`src/rtl/periph_bus_pkg.sv`:
```
// periph_bus_pkg: shared definitions for the peripheral bus sequencer.
//   - region codes decoded from addr[15:12]
//   - sequencer state encoding (exposed on dbg_state)
//   - counter widths and small decode helpers
package periph_bus_pkg;

  localparam logic [3:0] REG_RAM   = 4'h8;
  localparam logic [3:0] REG_GFX   = 4'h9;
  localparam logic [3:0] REG_AUDIO = 4'hA;
  localparam logic [3:0] REG_SPART = 4'hB;
  localparam logic [3:0] REG_PS2   = 4'hC;

  // Wait-state values are 4 bits; the shared timer is 8 bits so it can
  // also hold the ack timeout.
  localparam int WS_W  = 4;
  localparam int TMR_W = 8;

  typedef enum logic [2:0] {
    ST_IDLE    = 3'd0,
    ST_SETUP   = 3'd1,
    ST_WAIT    = 3'd2,
    ST_ACKWAIT = 3'd3,
    ST_DONE    = 3'd4
  } bus_state_e;

  function automatic logic region_mapped(input logic [3:0] code);
    return (code >= REG_RAM) && (code <= REG_PS2);
  endfunction

  function automatic logic region_is_ack(input logic [3:0] code);
    return (code == REG_SPART) || (code == REG_PS2);
  endfunction

  // Bit order: {ps2, spart, audio, graphics, ram}
  function automatic logic [4:0] region_onehot(input logic [3:0] code);
    logic [4:0] oh;
    oh = 5'b0;
    case (code)
      REG_RAM:   oh = 5'b00001;
      REG_GFX:   oh = 5'b00010;
      REG_AUDIO: oh = 5'b00100;
      REG_SPART: oh = 5'b01000;
      REG_PS2:   oh = 5'b10000;
      default:   oh = 5'b00000;
    endcase
    return oh;
  endfunction

endpackage

```
`src/rtl/periph_bus_ctrl_bus_wait_timer.sv`:
```
// bus_wait_timer: loadable down-counter shared by wait-state counting and
// the ack timeout.
//   clk, rst  : clock, asynchronous active-high reset
//   load      : load load_val (takes priority over dec)
//   load_val  : value to load
//   dec       : decrement by one, saturating at zero
//   done      : count currently equals 1, i.e. this is the last counted cycle
module bus_wait_timer
  import periph_bus_pkg::*;
#(
  parameter int W = TMR_W
) (
  input  logic         clk,
  input  logic         rst,
  input  logic         load,
  input  logic [W-1:0] load_val,
  input  logic         dec,
  output logic         done
);

  logic [W-1:0] cnt_q;
  logic [W-1:0] cnt_d;

  always_comb begin
    cnt_d = cnt_q;
    if (load) begin
      cnt_d = load_val;
    end else if (dec && (cnt_q != '0)) begin
      cnt_d = cnt_q - 1'b1;
    end
  end

  always_ff @(posedge clk or posedge rst) begin
    if (rst) begin
      cnt_q <= '0;
    end else begin
      cnt_q <= cnt_d;
    end
  end

  assign done = (cnt_q == W'(1));

endmodule

```
`src/rtl/periph_bus_ctrl.sv`:
```
// periph_bus_ctrl: sequencer between the CPU memory port and the shared
// 16-bit peripheral DataBus.
//
// Ports:
//   clk, rst                 : clock, asynchronous active-high reset
//   req_read, req_write      : CPU request levels, sampled only in IDLE
//   addr, wdata              : CPU address / write data
//   rdata, ready, bus_err    : response; ready is a one-cycle pulse
//   bus_addr, bus_wdata      : registered address nibble / write data
//   bus_rd, bus_wr           : registered strobes
//   bus_rdata, periph_ack    : peripheral read data / ack (SPART, PS2)
//   cs_*                     : registered one-hot chip selects
//   dbg_state                : current sequencer state (bus_state_e)
//
// Optional feature: define BUS_TIMEOUT_EN to abort an ACKWAIT that sees no
// ack within TIMEOUT_CYC cycles (bus_err=1, rdata=0).
//
// Handshake: a request is taken when exactly one of req_read/req_write is
// high in IDLE; completion is the single cycle in which ready=1, with rdata
// and bus_err valid only in that cycle. No backpressure exists on ready.
module periph_bus_ctrl
  import periph_bus_pkg::*;
#(
  parameter int WS_RAM      = 0,
  parameter int WS_GFX      = 1,
  parameter int WS_AUDIO    = 2,
  parameter int TIMEOUT_CYC = 64
) (
  input  logic        clk,
  input  logic        rst,
  input  logic        req_read,
  input  logic        req_write,
  input  logic [15:0] addr,
  input  logic [15:0] wdata,
  output logic [15:0] rdata,
  output logic        ready,
  output logic        bus_err,
  output logic [3:0]  bus_addr,
  output logic [15:0] bus_wdata,
  output logic        bus_rd,
  output logic        bus_wr,
  input  logic [15:0] bus_rdata,
  input  logic        periph_ack,
  output logic        cs_ram,
  output logic        cs_graphics,
  output logic        cs_audio,
  output logic        cs_spart,
  output logic        cs_ps2,
  output logic [2:0]  dbg_state
);

  bus_state_e  state_q, state_d;
  logic [3:0]  region_q, region_d;
  logic        rd_q, rd_d;
  logic [3:0]  bus_addr_q, bus_addr_d;
  logic [15:0] bus_wdata_q, bus_wdata_d;
  logic [15:0] rdata_q, rdata_d;
  logic [4:0]  cs_q, cs_d;
  logic        bus_rd_q, bus_rd_d;
  logic        bus_wr_q, bus_wr_d;
  logic        ready_q, ready_d;
  logic        err_q, err_d;

  logic              tmr_load;
  logic              tmr_dec;
  logic              tmr_done;
  logic [TMR_W-1:0]  tmr_val;
  logic              active_d;

  logic unused_addr_bits;
  assign unused_addr_bits = ^addr[11:4];

  // Value loaded in SETUP: wait states for counted regions, the timeout
  // budget for ack regions.
  always_comb begin
    tmr_val = '0;
    case (region_q)
      REG_RAM:   tmr_val = TMR_W'(WS_RAM);
      REG_GFX:   tmr_val = TMR_W'(WS_GFX);
      REG_AUDIO: tmr_val = TMR_W'(WS_AUDIO);
      REG_SPART: tmr_val = TMR_W'(TIMEOUT_CYC);
      REG_PS2:   tmr_val = TMR_W'(TIMEOUT_CYC);
      default:   tmr_val = '0;
    endcase
  end

  bus_wait_timer #(.W(TMR_W)) u_timer (
    .clk      (clk),
    .rst      (rst),
    .load     (tmr_load),
    .load_val (tmr_val),
    .dec      (tmr_dec),
    .done     (tmr_done)
  );

  always_comb begin
    state_d     = state_q;
    region_d    = region_q;
    rd_d        = rd_q;
    bus_addr_d  = bus_addr_q;
    bus_wdata_d = bus_wdata_q;
    rdata_d     = rdata_q;
    err_d       = 1'b0;
    tmr_load    = 1'b0;
    tmr_dec     = 1'b0;

    case (state_q)
      ST_IDLE: begin
        if (req_read || req_write) begin
          if ((req_read && req_write) || !region_mapped(addr[15:12])) begin
            state_d = ST_DONE;
            err_d   = 1'b1;
            rdata_d = '0;
          end else begin
            state_d     = ST_SETUP;
            region_d    = addr[15:12];
            rd_d        = req_read;
            bus_addr_d  = addr[3:0];
            bus_wdata_d = wdata;
          end
        end
      end
      ST_SETUP: begin
        // periph_ack is deliberately not looked at here.
        tmr_load = 1'b1;
        if (region_is_ack(region_q)) begin
          state_d = ST_ACKWAIT;
        end else if (tmr_val == '0) begin
          state_d = ST_DONE;
          if (rd_q) rdata_d = bus_rdata;
        end else begin
          state_d = ST_WAIT;
        end
      end
      ST_WAIT: begin
        tmr_dec = 1'b1;
        if (tmr_done) begin
          state_d = ST_DONE;
          if (rd_q) rdata_d = bus_rdata;
        end
      end
      ST_ACKWAIT: begin
        tmr_dec = 1'b1;
        if (periph_ack) begin
          state_d = ST_DONE;
          if (rd_q) rdata_d = bus_rdata;
        end
`ifdef BUS_TIMEOUT_EN
        else if (tmr_done) begin
          state_d = ST_DONE;
          err_d   = 1'b1;
          rdata_d = '0;
        end
`endif
      end
      ST_DONE: begin
        state_d = ST_IDLE;
      end
      default: begin
        state_d = ST_IDLE;
      end
    endcase

    // Outputs are registered from the next state so they change only on
    // the clock edge and line up with the state they belong to.
    active_d = (state_d == ST_SETUP) || (state_d == ST_WAIT) ||
               (state_d == ST_ACKWAIT);
    cs_d     = active_d ? region_onehot(region_d) : 5'b0;
    bus_rd_d = active_d && rd_d;
    bus_wr_d = active_d && !rd_d;
    ready_d  = (state_d == ST_DONE);
  end

  always_ff @(posedge clk or posedge rst) begin
    if (rst) begin
      state_q     <= ST_IDLE;
      region_q    <= '0;
      rd_q        <= 1'b0;
      bus_addr_q  <= '0;
      bus_wdata_q <= '0;
      rdata_q     <= '0;
      cs_q        <= '0;
      bus_rd_q    <= 1'b0;
      bus_wr_q    <= 1'b0;
      ready_q     <= 1'b0;
      err_q       <= 1'b0;
    end else begin
      state_q     <= state_d;
      region_q    <= region_d;
      rd_q        <= rd_d;
      bus_addr_q  <= bus_addr_d;
      bus_wdata_q <= bus_wdata_d;
      rdata_q     <= rdata_d;
      cs_q        <= cs_d;
      bus_rd_q    <= bus_rd_d;
      bus_wr_q    <= bus_wr_d;
      ready_q     <= ready_d;
      err_q       <= err_d;
    end
  end

  assign rdata       = rdata_q;
  assign ready       = ready_q;
  assign bus_err     = err_q;
  assign bus_addr    = bus_addr_q;
  assign bus_wdata   = bus_wdata_q;
  assign bus_rd      = bus_rd_q;
  assign bus_wr      = bus_wr_q;
  assign cs_ram      = cs_q[0];
  assign cs_graphics = cs_q[1];
  assign cs_audio    = cs_q[2];
  assign cs_spart    = cs_q[3];
  assign cs_ps2      = cs_q[4];
  assign dbg_state   = state_q;

endmodule

```
`config.mk`:
```
export PLATFORM = sky130hd
export DESIGN_NAME = periph_bus_ctrl
export DESIGN_NICKNAME = d
export VERILOG_FILES = /design/src/rtl/periph_bus_pkg.sv /design/src/rtl/periph_bus_ctrl_bus_wait_timer.sv /design/src/rtl/periph_bus_ctrl.sv
export SDC_FILE = /design/constraint.sdc
export NUM_CORES = 1
export LEC_CHECK = 0
export ABC_AREA = 0
export CAP_MARGIN = 40
export CELL_PAD_IN_SITES_DETAIL_PLACEMENT = 1
export CELL_PAD_IN_SITES_GLOBAL_PLACEMENT = 2
export CORE_UTILIZATION = 24
export DETAILED_ROUTE_END_ITERATION = 16
export PLACE_DENSITY_LB_ADDON = 0.1
export SETUP_SLACK_MARGIN = 0.05
export SLEW_MARGIN = 30
export SYNTH_ARGS = -nofsm -noshare
export SYNTH_HDL_FRONTEND = slang
export SYNTH_SLANG_ARGS = --single-unit
```
`constraint.sdc`:
```
create_clock -name clk -period 1.9 [get_ports clk]
set_clock_uncertainty 0.1 [all_clocks]
set_input_delay 0.38 -clock clk [delete_from_list [all_inputs] [get_ports clk]]
set_output_delay 0.38 -clock clk [all_outputs]
set_load 0.02 [all_outputs]
```
After elaboration in Yosys (flattened, before gate mapping)
Index checks and enable logic that the tools add are counted.
{ "totals": {"reg_bits": 61, "out_inout_bits": 48, "input_bits": 53} }
{ "classes": {"reduce_logical": 21, "order_cmp": 2, "mux": 31, "n_eq_ne": 23, "n_addsub": 1, "bitwise": 1} }
{ "ops": {"columns": ["cell", "count"], "rows": [
  ["$mux 16", 7],
  ["$pmux 16 s4", 1],
  ["$eq 4x4->1 const B", 9],
  ["$pmux 5 s5", 1],
  ["$pmux 7 s3", 1],
  ["$mux 3", 6],
  ["$mux 8", 2],
  ["$eq 3x2->1 const B", 4],
  ["$mux 4", 3],
  ["$ne 2x2->1 const B", 6],
  ["$pmux 3 s4", 1],
  ["$eq 8x1->1 const B", 1],
  ["$logic_not 8->1", 1],
  ["$mux 1", 8],
  ["$reduce_bool 8->1", 1],
  ["$sub 8x1->8 const B", 1],
  ["$reduce_and 7->1", 1],
  ["$eq 3x1->1 const B", 2],
  ["$logic_and 1x1->1", 5],
  ["$logic_or 1x1->1", 5],
  ["$mux 5", 1],
  ["$ge 4x4->1 const B", 1],
  ["$le 4x4->1 const B", 1],
  ["$reduce_bool 4->1", 1],
  ["other kinds (7)", 9]
]} }

Longest topological paths before layout
Gate-level depths: netlist of the first run.
{ "logic_depth": {"word_depth": 11, "depth_mapped": 8, "depth_no_buf": 7} }

Cells and area by module
A second synthesis of the first run with hierarchy kept.
{ "hier_totals": {"hier_cells": 255, "hier_area_um2": 2872.8} }
{ "modules_own_cells": {"columns": ["mod", "n_inst", "cells_per_inst", "area_per_inst_um2"], "rows": [
  ["periph_bus_ctrl", 1, 190, 2274.7],
  ["bus_wait_timer", 1, 65, 598.1]
]} }

Least setup slack after synthesis of the first run
OpenSTA, ideal clock, no wires.
{ "synth_timing": {"path_kind": "reg2reg", "from": "register region_q[1]", "to": "register rdata_q[0], in the netlist rdata[0]", "required_time_ns": 1.677, "n_path_buf": 2, "setup_slack_ns": -0.116, "t_arrival_ns": 1.794, "path_stages_with_launch": 8, "period_less_slack_ns": 2.016, "setup_ns": 0.123, "cell_sequence": "dfrtp_1 > nor2_1 > mux2_4 > a211o_1 > a21o_1 > buf_6 > buf_12 > mux2i_1"} }
{ "synth_via": {"elab_chain_len": 6} }
{ "synth_lines": {"columns": ["item", "line_no", "text"], "rows": [
  ["from (decl)", "periph_bus_ctrl.sv:53", "logic [3:0] region_q, region_d;"],
  ["from (signal assigned)", "periph_bus_ctrl.sv:189", "region_q <= region_d;"],
  ["$eq 4x4->1", "periph_bus_pkg.sv:31, periph_bus_ctrl.sv:77", null],
  ["$reduce_or 2->1 (no source line)", null, null],
  ["$pmux 7 s3", "periph_bus_ctrl.sv:77", "case (region_q)"],
  ["$logic_not 8->1", "periph_bus_ctrl.sv:128", "end else if (tmr_val == '0) begin"],
  ["$ne 2x2->1 (no source line)", null, null],
  ["$reduce_and 7->1 (no source line) *", null, null],
  ["to (signal assigned)", "periph_bus_ctrl.sv:193", "rdata_q <= rdata_d;"],
  ["to (decl)", "periph_bus_ctrl.sv:57", "logic [15:0] rdata_q, rdata_d;"]
]} }
Mark *: on every way between the ends. The rest lies on a longest branch, timed or not.
A chain may end at the register's enable or synchronous reset.

Final worst setup path of the first run
{ "layout_timing": {"from": "register u_timer.cnt_q[4]", "to": "register cs_q[0]"} }
{ "layout_via": {"elab_chain_len": 7} }
{ "layout_lines": {"columns": ["item", "line_no", "text"], "rows": [
  ["from (decl)", "periph_bus_ctrl_bus_wait_timer.sv:21", "logic [W-1:0] cnt_q;"],
  ["from (signal assigned)", "periph_bus_ctrl_bus_wait_timer.sv:37", "cnt_q <= cnt_d;"],
  ["$eq 8x1->1 *", "periph_bus_ctrl_bus_wait_timer.sv:41", "assign done = (cnt_q == W'(1));"],
  ["$mux 3 *", "periph_bus_ctrl.sv:137", "if (tmr_done) begin"],
  ["$pmux 3 s4 *", "periph_bus_ctrl.sv:107", "case (state_q)"],
  ["net state_d[1]", "periph_bus_ctrl.sv:52", "bus_state_e state_q, state_d;"],
  ["$eq 3x1->1 / $eq 3x2->1 (equally long branches)", "periph_bus_ctrl.sv:166", "active_d = (state_d == ST_SETUP) || (state_d == ST_WAIT) ||"],
  ["$logic_or 1x1->1", "periph_bus_ctrl.sv:166", null],
  ["$logic_or 1x1->1 *", "periph_bus_ctrl.sv:166", null],
  ["$mux 5 *", "periph_bus_ctrl.sv:168", "cs_d = active_d ? region_onehot(region_d) : 5'b0;"],
  ["net cs_d[0]", "periph_bus_ctrl.sv:58", "logic [4:0] cs_q, cs_d;"],
  ["to (signal assigned)", "periph_bus_ctrl.sv:194", "cs_q <= cs_d;"],
  ["to (decl)", "periph_bus_ctrl.sv:58", null]
]} }
The timed path passes the listed nets; every way through them passes the cells marked *.

==> run metrics, run 1 <==
Die Y=108 um; clk slew on worst S/H paths=around 0.08 ns; vias in the first global route=roughly 2,500; setup TNS=-0.566 ns; Crit Path Category=reg -> reg; # rows=38; Total Wirelength=6940 um; commonest non-fill, non-tap cell in the layout=clkdlybuf4s50_1; IO Count=around 100; GRT Util Overall=13.1%; vias per cell=4.28; combinational share of power=51.0%; Max Clk Rate=514 MHz; clock latency on the worst-skew pair=0.34 ns; Clk pwr share=around 17%; PwrDens=1410 mW/mm^2; die span in x=108 um; Post-synth ARST share=100%; Core Box Area=0.0108 mm^2; MaxCap Viol Count=0; mean area per synthesized cell=11.7 um^2; leading cell types in the layout, fill and taps excluded=85 x clkdlybuf4s50_1, 61 x dfrtp_1, 42 x buf_4; TritonRoute pass-1 iters=4; Pwr Total=6.19 mW; global-route wire length before repair=11,500 um; Synth Flop Type=dfrtp_1; DRC errors left=0; top cell type's share of synthesized area=57.1%; DR iter-0 viols=60; Psw=2.30 mW; Worst Path Required=2.03 ns; Syn. warnings=0; Sink Count=61; Core Util, Final=40.4%; CTS Hold Bufs=0; initial antenna violation count=0; relative slew slack=76.7%; CTS tree=done; share of cells above drive strength 1=between 20 and 30%; CP arrival=2.08 ns; Post-synth EDFFs=0; TritonCTS Buffers=9; number of diodes=0; largest net degree at the start of global routing=62; Final ANT Viol Nets=0; Slew Viols, Final=0; Seq/Total Area, Yosys=57.1%; Layout Cells excl Fill=517; crit path launch type=register; Sw Share=37.2%; dpl cells=495; min cycle time layout=1.95 ns; status=complete, but fails checks; Fin. Hold Viols=0; total congestion overflow=0; Lkg Pwr=1.97 nW; Crit Path Max Fanout=4; leading area contributor after synthesis=dfrtp_1; Starting Density=24.6%; nets@finish=427; Max IR drop VDD=0.000582 V; RSZ-0062 raised after global routing=true; Synth Net Count=284; Place WS=-0.384 ns; min-delay worst type=in -> async; Seq pwr share=32.2%; Crit. End Element=register; Least-Margin Pin Slew=0.346 ns; htree depth=3; # fillers=1,210; routed len/inst=13.4 um; post-synthesis cell count=229; Yosys cell types=44; main area contributors after synthesis=dfrtp_1 57%, mux2_2 8.9%, mux2i_1 6.4%; CTS Buffer Depth=2; crit share post-route=102%; DP Wirelength=4950 um; Clk Tree Root Cell=clkbuf_8; vias=approximately 2,200; violated checks=negative setup slack; gpl congestion=0.720; synthesized cell area=0.00267 mm^2; IO Port Bufs=92; Layout Area Growth over Synthesis=63.8%; final setup margin=-0.0472 ns; cell-internal power=around 4 mW; FF+latch count, synth=61; setup violators final=17; Die Footprint=0.0116 mm^2
through the flow:
stage          cell area, um^2  hold WS (ns)
6_report                  4380         0.381
5_1_grt                   4380         0.419
4_1_cts                   4260         0.395
3_5_place_dp              4070         0.396
3_3_place_gp              4070         0.387
2_1_floorplan             2690         0.387
cell usage after synthesis, drive strengths merged, types with 2 or more instances:
cell and n:
a21oi 3, a31oi 2, and2 2, buf 4
clkbuf 3, dfrtp 61, ha 2, inv 26
mux2 22, mux2i 17, nand2 25, nand2b 2
nand4b 3, nor2 11, nor2b 2, nor3 3
nor3b 3, nor4 6, o21ai 8, o41ai 2
or2 2, xnor2 2, xor2 3
power groups by stage:
| stage | logic [mW] | registers (mW) | clock network (mW) |
|---|---|---|---|
| floorplan | 1.15 | 2.45 | 0 |
| global placement | 3.01 | 2.00 | 0 |
| detailed placement | 3.04 | 2.02 | 0 |
| CTS | 3.08 | 2.00 | 1.10 |
| global route | 3.41 | 2.06 | 1.12 |
| finish | 3.15 | 1.99 | 1.04 |
area by class of cell:
cell class	count	area (um^2)	share of cell area [%]
Sequential cell	61	1530	34.9
Timing Repair Buffer	139	1320	30.1
Multi-Input combinational cell	135	1080	24.7
Tap cell	140	175	4.00
Clock buffer	9	124	2.83
Inverter	26	101	2.32
Clock inverter	7	51.3	1.17
timing repair:
action | in CTS | in global routing
pin swaps | 1 | 2
endpoints found under the setup margin | 24 | 44
setup buffers | 2 | 4
gates resized for setup | 5 | 18
flip-flops by register name, indices dropped and copies added (netlist names), 3 cells and up:
signal / count
bus_addr: 4
dbg_state: 3
cs_q: 5
rdata: 16
bus_wdata: 16
u_timer.cnt_q: 8
region_q: 4
logic make-up after synthesis:
kind of cell,count (synthesis),synth area share [%]
AOI/OAI and AO/OA,25,6.32
xor gates and xnor gates,5,1.64
adders and majority gates,2,0.937
buffers and inverters,33,5.57
DFF,61,57.1
muxes,39,15.8
and+or+nand+nor,64,12.6
metal layers:
metal  up-vias  GRT usage, %  part of all wire, %  routed length [um]
met5         -             0                    0                   0
met4         0          5.58                  1.4                  94
met3        11          4.96                  6.8                 474
met2        59          22.0                   49                3420
met1      1082          14.7                   43                2950
li1       1063             -                    -                   -
path summary, 6_finish.rpt:
path | startpoint | endpoint | slack (ns) | cells past startpoint
setup / recovery | u_timer.cnt_q[4]$_DFFE_PP0P_ | cs_q[0]$_DFF_PP0_ | -0.05 | 6
hold / removal | rst | rdata[9]$_DFFE_PP0P_ | 0.38 | 3
setup reg to reg | u_timer.cnt_q[4]$_DFFE_PP0P_ | cs_q[0]$_DFF_PP0_ | -0.05 | 6
hold reg to reg | bus_wdata[6]$_DFFE_PP0P_ | bus_wdata[6]$_DFFE_PP0P_ | 0.41 | 1
max in group asynchronous | rst | dbg_state[2]$_DFF_PP0_ | 1.05 | 3
min in group clk | bus_wdata[6]$_DFFE_PP0P_ | bus_wdata[6]$_DFFE_PP0P_ | 0.41 | 1
critical path, stage by stage, from the launching register on:
cell and delay [ns]:
dfrtp_1 0.41, nor4_4 0.32, a311oi_2 0.15, a211o_1 0.35
buf_4 0.16, buf_4 0.12, a31o_2 0.23
Note: power is estimated with default switching activity, not from simulation.
==> run 2: changes to the inputs <==
- CORE_UTILIZATION: 24 -> 25
- SYNTH_HIERARCHICAL: unset -> 1
==> run metrics, run 2 <==
status=complete, but fails checks (unchanged); violated checks=negative setup slack (unchanged); TritonRoute pass-1 iters=4 (unchanged); final setup margin=-0.375 ns (was -0.0472 ns); mean area per synthesized cell=11.3 um^2 (was 11.7 um^2); Pwr Total=8.31 mW (was 6.19 mW); Worst Reg-to-Reg Cells=8 (was 6); # rows=38 (unchanged); post-synthesis cell count=255 (was 229); Post-synth ARST share=100% (unchanged); CTS Buffer Depth=2 (unchanged); most common cell in the netlist=dfrtp_1 (unchanged); R2R Path Start=u_timer/cnt_q[2]$_DFFE_PP0P_ (was u_timer.cnt_q[4]$_DFFE_PP0P_); TritonCTS Buffers=9 (unchanged); Fin. Hold Viols=0 (unchanged); most frequent cells after synthesis=61 x dfrtp_1, 29 x inv_1, 25 x nand2_1 (was 61 x dfrtp_1, 26 x inv_1, 25 x nand2_1); Worst Path Required=2.01 ns (was 2.03 ns); crit path launch type=register (unchanged); initial antenna violation count=0 (unchanged); commonest non-fill, non-tap cell in the layout=clkdlybuf4s50_1 (unchanged); Core Box Area=0.0110 mm^2 (was 0.0108 mm^2); leading area contributor after synthesis=dfrtp_1 (unchanged); DP Wirelength=6060 um (was 4950 um); Syn. warnings=6 (was 0); vias=2,501 (was 2,215); Crit. Startpoint=u_timer/cnt_q[2]$_DFFE_PP0P_ (was u_timer.cnt_q[4]$_DFFE_PP0P_); crit path cell chain=or4_4 -> nor4b_4 -> a211oi_4 -> buf_4 -> nor4_2 -> buf_4 -> buf_6 -> nor2b_1 (was nor4_4 -> a311oi_2 -> a211o_1 -> buf_4 -> buf_4 -> a31o_2); FF-to-FF End=bus_rd$_DFF_PP0_ (was cs_q[0]$_DFF_PP0_); RSZ-0062 raised after global routing=true (unchanged); CP Capture Point=bus_rd$_DFF_PP0_ (was cs_q[0]$_DFF_PP0_); routed len/inst=15.3 um (was 13.4 um); setup violators final=28 (was 17); Crit Path Category=reg -> reg (unchanged); GRT Util Overall=15.6% (was 13.1%); PwrDens=1710 mW/mm^2 (was 1410 mW/mm^2); Starting Density=26.0% (was 24.6%); clock latency on the worst-skew pair=0.32 ns (was 0.34 ns); vias in the first global route=2,796 (was 2,452); Die Y=109 um (was 108 um); top cell type's share of synthesized area=53.1% (was 57.1%); largest net degree at the start of global routing=32 (was 62); Synth Flop Type=dfrtp_1 (unchanged); cell mode on critical path=buf_4 (unchanged); Die Footprint=0.0119 mm^2 (was 0.0116 mm^2); Crit Path Max Fanout=6 (was 4); IO Port Bufs=92 (unchanged); crit share post-route=120% (was 102%); Max IR drop VDD=0.000668 V (was 0.000582 V); Critical Path Max Stage Delay=0.56 ns (was 0.41 ns); dpl cells=524 (was 495); DR iter-0 viols=68 (was 60); Final ANT Viol Nets=0 (unchanged); nets@finish=461 (was 427); htree depth=3 (unchanged); DRC errors left=0 (unchanged); min-delay worst type=in -> async (unchanged); clk slew on worst S/H paths=0.06 ns (was 0.08 ns); Clk Tree Root Cell=clkbuf_16 (was clkbuf_8); Sink Count=61 (unchanged); die span in x=109 um (was 108 um); main area contributors after synthesis=dfrtp_1 53%, mux2_2 8.2%, mux2i_1 6.6% (was dfrtp_1 57%, mux2_2 8.9%, mux2i_1 6.4%); leading cell types in the layout, fill and taps excluded=88 x clkdlybuf4s50_1, 59 x dfrtp_1, 42 x buf_4 (was 85 x clkdlybuf4s50_1, 61 x dfrtp_1, 42 x buf_4); CP arrival=2.39 ns (was 2.08 ns); Seq/Total Area, Yosys=53.1% (was 57.1%); vias per cell=4.55 (was 4.28); Worst path slowest cell=or4_4 (was dfrtp_1); min cycle time layout=2.28 ns (was 1.95 ns); Crit. End Element=register (unchanged); Layout Cells excl Fill=550 (was 517); Slew Viols, Final=0 (unchanged); Layout Area Growth over Synthesis=69.7% (was 63.8%); Total Wirelength=8390 um (was 6940 um); Max Clk Rate=440 MHz (was 514 MHz); share of cells above drive strength 1=30.0% (was 26.8%); total congestion overflow=0 (unchanged); CTS tree=done (unchanged); Lkg Pwr=2.07 nW (was 1.97 nW); MaxCap Viol Count=0 (unchanged); Post-synth EDFFs=0 (unchanged); CTS Hold Bufs=0 (unchanged); IO Count=101 (unchanged); FF+latch count, synth=61 (unchanged); Worst R2R Setup Slack=-0.38 ns (was -0.05 ns); Yosys cell types=54 (was 44); synthesized cell area=0.00287 mm^2 (was 0.00267 mm^2); global-route wire length before repair=13,900 um (was 11,500 um); gpl congestion=0.711 (was 0.720); number of diodes=0 (unchanged)
-- run 2: layout make-up --
cell class                 count  area [um^2]
clock buffer                  10          239
clock inverter                 6         71.3
fill                        1206         6160
inverter                      29          111
multi-input combinational    160         1360
sequential                    61         1530
tap                          140          175
timing repair buffer         144         1390
-- run 2: cells by family (layout without fill, tap and decap cells) --
| family | after synthesis | count (layout) | synth area share, % |
|---|---|---|---|
| and+or+nand+nor | 76 | 76 | 14.6 |
| AOI/OAI and AO/OA | 36 | 36 | 10.2 |
| muxes | 40 | 40 | 14.9 |
| adders and majority gates | 3 | 3 | 1.31 |
| other | 1 | 5 | 0.131 |
| buffers and inverters | 38 | 189 | 5.71 |
| DFF | 61 | 61 | 53.1 |
-- run 2: worst min-delay path by stage --
stage,end,cells past startpoint
after floorplan,u_timer/cnt_q[0]$_DFFE_PP0P_,1
after global placement,bus_wdata[6]$_DFFE_PP0P_,1
after detailed placement,bus_wdata[14]$_DFFE_PP0P_,1
after CTS,u_timer/cnt_q[2]$_DFFE_PP0P_,2
after global routing,u_timer/cnt_q[2]$_DFFE_PP0P_,2
final,u_timer/cnt_q[1]$_DFFE_PP0P_,2
-- run 2: power breakdown --
part	internal (mW)	switching [mW]
Combinational	2.28	2.11
Sequential	1.87	0.352
Clock	1.06	0.643
Total	5.21	3.10
-- run 2: worst max-delay path, delay by kind of cell (launching register included) --
kind	cells	cell delay, ns
AND/OR/NAND/NOR	4	1.07
buffers and inverters	3	0.49
flip-flops	1	0.38
AO/OA/AOI/OAI	1	0.12
-- run 2: per-layer routing --
layer  vias to the layer above  wire (um)  share of wire (%)  global-route usage [%]
met5                         -          0                  0                       0
met4                         0         81               0.97                    4.86
met3                         6        474                5.6                    5.68
met2                        53       4130                 49                    26.6
met1                      1245       3710                 44                    18.3
li1                       1197          -                  -                       -
-- run 2: what timing repair did --
| item | in CTS | in global routing |
|---|---|---|
| pin swaps | 8 | 3 |
| resized for setup | 23 | 10 |
| cloned | 1 | 0 |
| buffers inserted | 7 | 4 |
| setup endpoints to repair | 54 | 51 |
-- run 2: through the flow --
stage               util (%)  hold WS (ns)  TNS, ns  cell area, um^2  worst slack, ns
floorplan                  -        0.0957   -11.01             2930           -0.581
global placement        39.2         0.389   -15.76             4330           -0.380
detailed placement      39.2         0.396   -17.40             4330           -0.454
CTS                     43.6         0.291    -7.45             4810           -0.344
global route            44.2         0.321   -10.71             4870           -0.491
finish                  44.2         0.286    -7.50             4870           -0.375
==> run 3: changes to the inputs <==
- CORE_MARGIN: unset -> 2
- RECOVER_POWER: unset -> 25
==> run metrics, run 3 (synthesis results as in run 2) <==
FF-to-FF End=rdata[1]$_DFFE_PP0P_ (was bus_rd$_DFF_PP0_); DR iter-0 viols=94 (was 68); GRT Util Overall=14.3% (was 15.6%); DRC errors left=0 (unchanged); initial antenna violation count=0 (unchanged); Layout Area Growth over Synthesis=75.1% (was 69.7%); Worst Path Required=2.04 ns (was 2.01 ns); IO Port Bufs=92 (unchanged); # fillers=1,229 (was 1,206); crit path launch type=register (unchanged); Least-Margin Pin Slew=0.620 ns; largest net degree at the start of global routing=44 (was 32); Max Clk Rate=431 MHz (was 440 MHz); Sink Count=61 (unchanged); relative slew slack=58.6%; TritonCTS Buffers=9 (unchanged); clock latency on the worst-skew pair=0.33 ns (was 0.32 ns); CP arrival=2.46 ns (was 2.39 ns); MaxCap Viol Count=0 (unchanged); Die Y=111 um (was 109 um); Core Util, Final=44.4% (was 44.2%); vias=2,531 (was 2,501); CP Capture Point=rdata[1]$_DFFE_PP0P_ (was bus_rd$_DFF_PP0_); Crit Path Category=reg -> reg (unchanged); CTS Buffer Depth=2 (unchanged); # rows=39 (was 38); Pwr Total=8.41 mW (was 8.31 mW); violated checks=negative setup slack (unchanged); Worst Reg-to-Reg Cells=7 (was 8); Core Box Area=0.0113 mm^2 (was 0.0110 mm^2); CTS Hold Bufs=0 (unchanged); min-delay worst type=in -> async (unchanged); gpl congestion=0.735 (was 0.711); RSZ-0062 raised after global routing=true (unchanged); min cycle time layout=2.32 ns (was 2.28 ns); Crit Path Max Fanout=8 (was 6); Die Footprint=0.0124 mm^2 (was 0.0119 mm^2); final setup margin=-0.422 ns (was -0.375 ns); commonest non-fill, non-tap cell in the layout=clkdlybuf4s50_1 (unchanged); Worst R2R Setup Slack=-0.42 ns (was -0.38 ns); die span in x=111 um (was 109 um); status=complete, but fails checks (unchanged); Crit. End Element=register (unchanged); total congestion overflow=0 (unchanged); vias per cell=4.54 (was 4.55); R2R Path Start=u_timer/cnt_q[2]$_DFFE_PP0P_ (unchanged); DP Wirelength=5960 um (was 6060 um); Final ANT Viol Nets=0 (unchanged); Crit. Startpoint=u_timer/cnt_q[2]$_DFFE_PP0P_ (unchanged); CTS tree=done (unchanged); clk slew on worst S/H paths=0.05 ns (was 0.06 ns); nets@finish=467 (was 461); vias in the first global route=2,689 (was 2,796); setup violators final=30 (was 28); leading cell types in the layout, fill and taps excluded=84 x clkdlybuf4s50_1, 58 x dfrtp_1, 45 x buf_4 (was 88 x clkdlybuf4s50_1, 59 x dfrtp_1, 42 x buf_4); Total Wirelength=8850 um (was 8390 um); routed len/inst=15.9 um (was 15.3 um); Clk Tree Root Cell=clkbuf_16 (unchanged); IO Count=101 (unchanged); PwrDens=1670 mW/mm^2 (was 1710 mW/mm^2); Starting Density=25.4% (was 26.0%); global-route wire length before repair=13,800 um (was 13,900 um); Fin. Hold Viols=0 (unchanged); Max IR drop VDD=0.000705 V (was 0.000668 V); htree depth=3 (unchanged); crit share post-route=122% (was 120%); Place WS=-0.493 ns (was -0.454 ns); TritonRoute pass-1 iters=4 (unchanged); number of diodes=0 (unchanged); share of cells above drive strength 1=32.3% (was 30.0%); Slew Viols, Final=0 (unchanged); Lkg Pwr=2.22 nW (was 2.07 nW)
-- run 3: cell types whose count changed in the layout (fill, tap and decap cells not counted), sizes merged, moves of 2 or more --
| cell | delta |
|---|---|
| clkdlybuf4s50 | -4 |
| clkbuf | +7 |
| dlymetal6s2s | +3 |
| buf | +2 |
| clkinvlp | -2 |
-- run 3: worst min path at each step --
stage,start,endpoint
2_1_floorplan,rst,u_timer/cnt_q[0]$_DFFE_PP0P_
5_1_grt,rst,u_timer/cnt_q[7]$_DFFE_PP0P_
4_1_cts,rst,rdata[10]$_DFFE_PP0P_
3_3_place_gp,bus_wdata[9]$_DFFE_PP0P_,bus_wdata[9]$_DFFE_PP0P_
6_report,rst,u_timer/cnt_q[7]$_DFFE_PP0P_
3_5_place_dp,bus_wdata[13]$_DFFE_PP0P_,bus_wdata[13]$_DFFE_PP0P_
-- run 3: area by class of cell --
cell class	instances	area [um^2]	share of cell area [%]
clock buffers	13	260	5.17
clock inverters	2	10.0	0.199
inverters	29	111	2.21
multi-input cells	160	1470	29.3
flip-flops and latches	61	1530	30.4
well taps	143	179	3.56
repair buffers	150	1470	29.2
-- run 3: routing by layer --
| metal | up-vias | global-route usage (%) | share of wire, % |
|---|---|---|---|
| met5 | - | 0 | 0 |
| met4 | 0 | 6.83 | 2.1 |
| met3 | 13 | 6.62 | 8.1 |
| met2 | 67 | 21.6 | 48 |
| met1 | 1248 | 17.1 | 42 |
| li1 | 1203 | - | - |
-- run 3: critical path, stage by stage (launching register included) --
cell and delay [ns]:
dfrtp_1 0.38, or4_4 0.56, nor4b_4 0.37, a211oi_4 0.13, a211oi_4 0.18, buf_4 0.15, buf_12 0.13, mux2i_2 0.22
-- run 3: power by group --
part	leakage (nW)	internal, mW	switching, mW
Sequential	0.767	1.88	0.362
Combinational	1.32	2.48	2.17
Clock	0.135	0.942	0.578
Total	2.22	5.30	3.11
-- run 3: through the flow --
| step | hold slack [ns] | instances | setup TNS, ns | cell area [um^2] |
|---|---|---|---|---|
| 2_1_floorplan | 0.0957 | 259 | -11.01 | 2930 |
| 3_3_place_gp | 0.389 | 528 | -16.58 | 4340 |
| 3_5_place_dp | 0.394 | 528 | -17.89 | 4340 |
| 4_1_cts | 0.242 | 546 | -8.20 | 4690 |
| 5_1_grt | 0.408 | 558 | -12.12 | 5030 |
| 6_report | 0.388 | 558 | -9.55 | 5030 |
-- run 3: repair_timing --
item | 4_1_cts | 5_1_grt
setup buffers | 2 | 8
setup endpoints to repair | 53 | 55
cloned | 1 | 4
gates resized for setup | 14 | 57
pin swaps | 4 | 10
